$ cat config.mk
export PLATFORM = sky130hd
export DESIGN_NAME = fetch_unit
export DESIGN_NICKNAME = d
export VERILOG_FILES = /design/src/rtl/fetch_unit.sv
export SDC_FILE = /design/constraint.sdc
export NUM_CORES = 1
export LEC_CHECK = 0
export ABC_AREA = 1
export CAP_MARGIN = 5
export CORE_ASPECT_RATIO = 0.8
export CORE_MARGIN = 2
export CORE_UTILIZATION = 25
export CTS_BUF_LIST = sky130_fd_sc_hd__clkbuf_4
export DETAILED_ROUTE_END_ITERATION = 10
export PLACE_DENSITY = 0.59
export SLEW_MARGIN = 20
export SYNTH_ARGS = -nofsm -noshare
export SYNTH_HDL_FRONTEND = slang
export SYNTH_SLANG_ARGS = --single-unit
$ cat constraint.sdc
create_clock -name clk -period 1.7 [get_ports clk]
set_input_delay 0.34 -clock clk [delete_from_list [all_inputs] [get_ports clk]]
set_output_delay 0.34 -clock clk [all_outputs]
set_load 0.02 [all_outputs]
$ cat src/rtl/fetch_unit.sv
// Instruction fetch sequencer: owns the PC, reads one word per instruction over req/valid,
// holds it in IR for decode, and commits PC+1 or the branch target when execute completes.
module fetch_unit #(
  parameter int                ADDR_W   = 16,
  parameter logic [ADDR_W-1:0] RESET_PC = '0
) (
  input  logic              clk,
  input  logic              rst,
  input  logic              start,
  output logic              imem_req,
  output logic [ADDR_W-1:0] imem_addr,
  input  logic [15:0]       imem_rdata,
  input  logic              imem_valid,
  output logic [15:0]       COMMAND,
  output logic              cmd_valid,
  input  logic              exec_done,
  input  logic              PC_load,
  input  logic [15:0]       branch_target,
  input  logic              flag_s,
  input  logic              flag_z,
  input  logic              flag_c,
  input  logic              flag_v,
  output logic [ADDR_W-1:0] pc_out,
  output logic [ADDR_W-1:0] pc_plus1,
  output logic              halted
);

  typedef enum logic [2:0] {
    IDLE  = 3'd0,
    FETCH = 3'd1,
    WAIT  = 3'd2,
    ISSUE = 3'd3,
    HALT  = 3'd4
  } state_t;

  state_t            state_q, state_d;
  logic [ADDR_W-1:0] pc_q, pc_d;
  logic [15:0]       ir_q, ir_d;

  logic is_hlt, is_uncond, cond_true, taken;

  assign pc_plus1  = pc_q + ADDR_W'(1);
  assign pc_out    = pc_q;
  assign imem_addr = pc_q;
  assign imem_req  = (state_q == FETCH);
  assign cmd_valid = (state_q == ISSUE);
  assign halted    = (state_q == HALT);
  assign COMMAND   = ir_q;

  assign is_hlt    = (ir_q[15:14] == 2'b11) && (ir_q[7:4] == 4'b1111);
  assign is_uncond = (ir_q[13:11] == 3'b100);

  // Carry flag has no branch condition that uses it; it is accepted for interface completeness.
  always_comb begin
    cond_true = 1'b0;
    case (ir_q[10:8])
      3'b000:  cond_true = flag_z;
      3'b001:  cond_true = flag_s ^ flag_v;
      3'b010:  cond_true = flag_z | (flag_s ^ flag_v);
      3'b011:  cond_true = ~flag_z;
      default: cond_true = 1'b0 & flag_c;
    endcase
  end

  assign taken = PC_load & (is_uncond | cond_true);

  always_comb begin
    state_d = state_q;
    pc_d    = pc_q;
    ir_d    = ir_q;
    case (state_q)
      IDLE:  if (start) state_d = FETCH;
      FETCH: state_d = WAIT;
      WAIT: begin
        if (imem_valid) begin
          ir_d    = imem_rdata;
          state_d = ISSUE;
        end
      end
      ISSUE: begin
        // HLT retires on its own; execute is never consulted for it.
        if (is_hlt) begin
          pc_d    = pc_plus1;
          state_d = HALT;
        end else if (exec_done) begin
          pc_d    = taken ? branch_target[ADDR_W-1:0] : pc_plus1;
          state_d = FETCH;
        end
      end
      HALT:    if (start) state_d = FETCH;
      default: state_d = IDLE;
    endcase
  end

  always_ff @(posedge clk) begin
    if (rst) begin
      state_q <= IDLE;
      pc_q    <= RESET_PC;
      ir_q    <= 16'h0000;
    end else begin
      state_q <= state_d;
      pc_q    <= pc_d;
      ir_q    <= ir_d;
    end
  end

endmodule

==> impl_metrics.tcl <==
set metrics [dict create \
    synth.most_common_cell "nand2_1" \
    portBuffers 107 \
    synth.top_cell.area_share_pct 30.0 \
    synth_edf_count 0 \
    status "complete, but fails checks" \
    max_stage_delay_ns 0.37 \
    placed_cells 582 \
    hp-class "flop to flop" \
    swShare_pct 37.4 \
    cpMaxStageDelayCell "dfxtp_4" \
    slew_violations 0 \
    grt_antenna_before_repair 0 \
    final_antenna_net_count 0 \
    p_clk_share_pct 21.2 \
    clockRootBuffer "clkbuf_4" \
    cts_buffer_depth 2 \
    synthesis.area_sq_mm 0.00234 \
    cap_violations 0 \
    rsz0062_at_grt "yes" \
    muxShareOfSynthArea_pct 0 \
    path_clk_slew_ns 0.11 \
    synth_area_leader_cell "dfxtp_1" \
    placed_area_sq_mm 0.00365 \
    insertion_delay_ns 0.33 \
    grt-ovfl-total 0 \
    die_x_um 112 \
    ir_drop_mv 0.379 \
    via_per_inst 4.25 \
    numCtsBuffers 5 \
    grt_pass1_wl_mm 12.0 \
    fin_cells 599 \
    synth_compound_area_share_pct 13.2 \
    ys_seq_area_share_pct 30.0 \
    clock_sinks 35 \
    end_kind "primary output" \
    drcViolationCount 0 \
    cp.required_ns 1.36 \
    initial_core_util_pct 25.8 \
    grt_max_degree 34 \
    finalHoldViolations 0 \
    post-route-util_pct 43.6 \
    p_leak_nw 2.12 \
    die_h_um 90.5 \
    intPower_mw 1.76 \
    fp-row-count 31 \
    synth_area_per_cell_sq_um 6.64 \
    areaGrowthSynthToFinish_pct 69.3 \
    gp_congestion 0.812 \
    drive_gt1_share_pct 31.2 \
    drt_iter0_markers 118 \
    pre_cts_slack_ns -0.407 \
    ys_ff_latch 35 \
    fin_crit_ns 1.90 \
    grt_use_total_pct 14.3 \
    grt_pass1_vias 2529 \
    startpoint_type "flop" \
    core_area_sq_mm 0.00908 \
    relSlewSlack_pct 80.8 \
    hpwl_mm 5.41 \
    synthAdderAreaFrac_pct 0.535 \
    power.density_mw_per_mm2 708 \
    async_flop_share_pct 0 \
    failed_checks "setup timing" \
    setup_viol 13 \
    synth_simple_gate_area_share_pct 35.8 \
    drt-total-wl_mm 7.31 \
    synthCells 352 \
    syn_nets 395 \
    ys.flop_type "dfxtp_1" \
    synth_cell_types 31 \
    synth_common_cells "69 x nand2_1, 55 x nor2_1, 49 x inv_1, 35 x dfxtp_1, 26 x o21ai_0" \
    worstSetupPathType "flop to primary output" \
    finClkSkew_ns 0.00779 \
    dr_total_vias 2545 \
    fin_crit_sh_pct 112 \
    synthXorXnorAreaFrac_pct 2.62 \
    seq_power_share_pct 36.1 \
    fmax_ghz 0.527 \
    cp_max_fo 3 \
    io-pin-count 109 \
    tns_ns -2.11 \
    dieArea_sq_mm 0.0101 \
    h-tree-depth 2 \
    synth_area_leaders "dfxtp_1 30%, nand2_1 11%, nor2_1 8.8%" \
    stdcell_area_sq_mm 0.00396 \
    worstMarginPinSlew_ns 0.288 \
    antenna_cells 0 \
    whs_ns 0.489 \
    cts-hold-fix-buffers 0 \
    wl_per_cell_um 12.2 \
    setup_slack_ns -0.199 \
    crit_chain "ha_4, nand2_4, nor2_4, nand2_2, inv_2, or2_4, nand2_4, inv_2, buf_6" \
    p_switching_mw 1.05 \
    p_comb_share_pct 42.7 \
    cts_tree "built" \
    yosys_warnings 0 \
    synth_top_family_by_area "simple AND/OR/NAND/NOR gates" \
    firstDrtPassIters 4 \
    power.total_mw 2.80 \
    crit_arrival_ns 1.56 \
    num-nets-final 526 \
]
-- worst max-delay path: cells and delay by family (launching register included) --
family                   cells  cell delay (ns)
flip-flops                   1             0.37
AND/OR/NAND/NOR              5             0.49
adder cells (fa/ha/maj)      1             0.17
buffers and inverters        3             0.19
-- registers in the layout, summed over array words and instances (netlist names) --
name / cells
COMMAND: 16
imem_addr: 16
state_q: 3
-- layout make-up --
class,count,area [sq um]
tap,115,144
fill,927,5120
multi-input combinational,235,1390
inverter,53,200
timing repair buffer,153,1440
clock inverter,3,38.8
sequential,35,711
clock buffer,5,37.5
-- cell families (layout without fill, tap and decap cells) --
logic type      Yosys count  after routing
compound gates           52             52
xor+xnor                  7              7
fa+ha+maj                 1              1
buf+inv                  82            214
flops                    35             35
simple gates            175            175
-- power groups by stage --
stage | Clock (mW) | Sequential, mW | Combinational, mW
2_1_floorplan | 0 | 1.13 | 0.607
3_3_place_gp | 0 | 1.02 | 1.22
3_5_place_dp | 0 | 1.02 | 1.23
4_1_cts | 0.619 | 1.01 | 1.20
5_1_grt | 0.667 | 1.03 | 1.31
6_report | 0.595 | 1.01 | 1.20
-- final timing paths --
path / endpoint / cells past startpoint / startpoint / slack [ns]
worst min-delay path: COMMAND[10] / 2 / COMMAND[10] / 0.49
worst max-delay path: pc_plus1[8] / 9 / imem_addr[1] / -0.20
worst max register to register: imem_addr[15] / 14 / imem_addr[1] / 0.09
worst min register to register: COMMAND[10] / 2 / COMMAND[10] / 0.49
-- per-layer routing --
layer / vias up / global-route usage (%) / part of all wire, %
met5: - / 0 / 0
met4: 0 / 3.15 / 0.75
met3: 7 / 4.43 / 7.8
met2: 69 / 21.8 / 42
met1: 1138 / 19.8 / 49
li1: 1331 / - / -
-- layout by cell type (no fill, tap or decap), drive strengths merged --
master	n
clkbuf	11
a21boi	1
xor2	7
nand2	79
ha	1
nand3	25
or2	1
dlygate4sd2	33
clkdlybuf4s50	43
nor2	60
nand4	6
dfxtp	35
o21bai	1
dlymetal6s2s	9
inv	52
o21a	2
buf	60
o21ai	33
clkinv	3
bufinv	1
nand3b	2
clkdlybuf4s15	2
a21oi	15
nor3	2
-- repair_timing --
action	CTS	global route
buffers inserted	5	5
pin swaps	15	10
resized for setup	147	44
endpoints found under the setup margin	55	30
(Power assumes the default switching activity.)
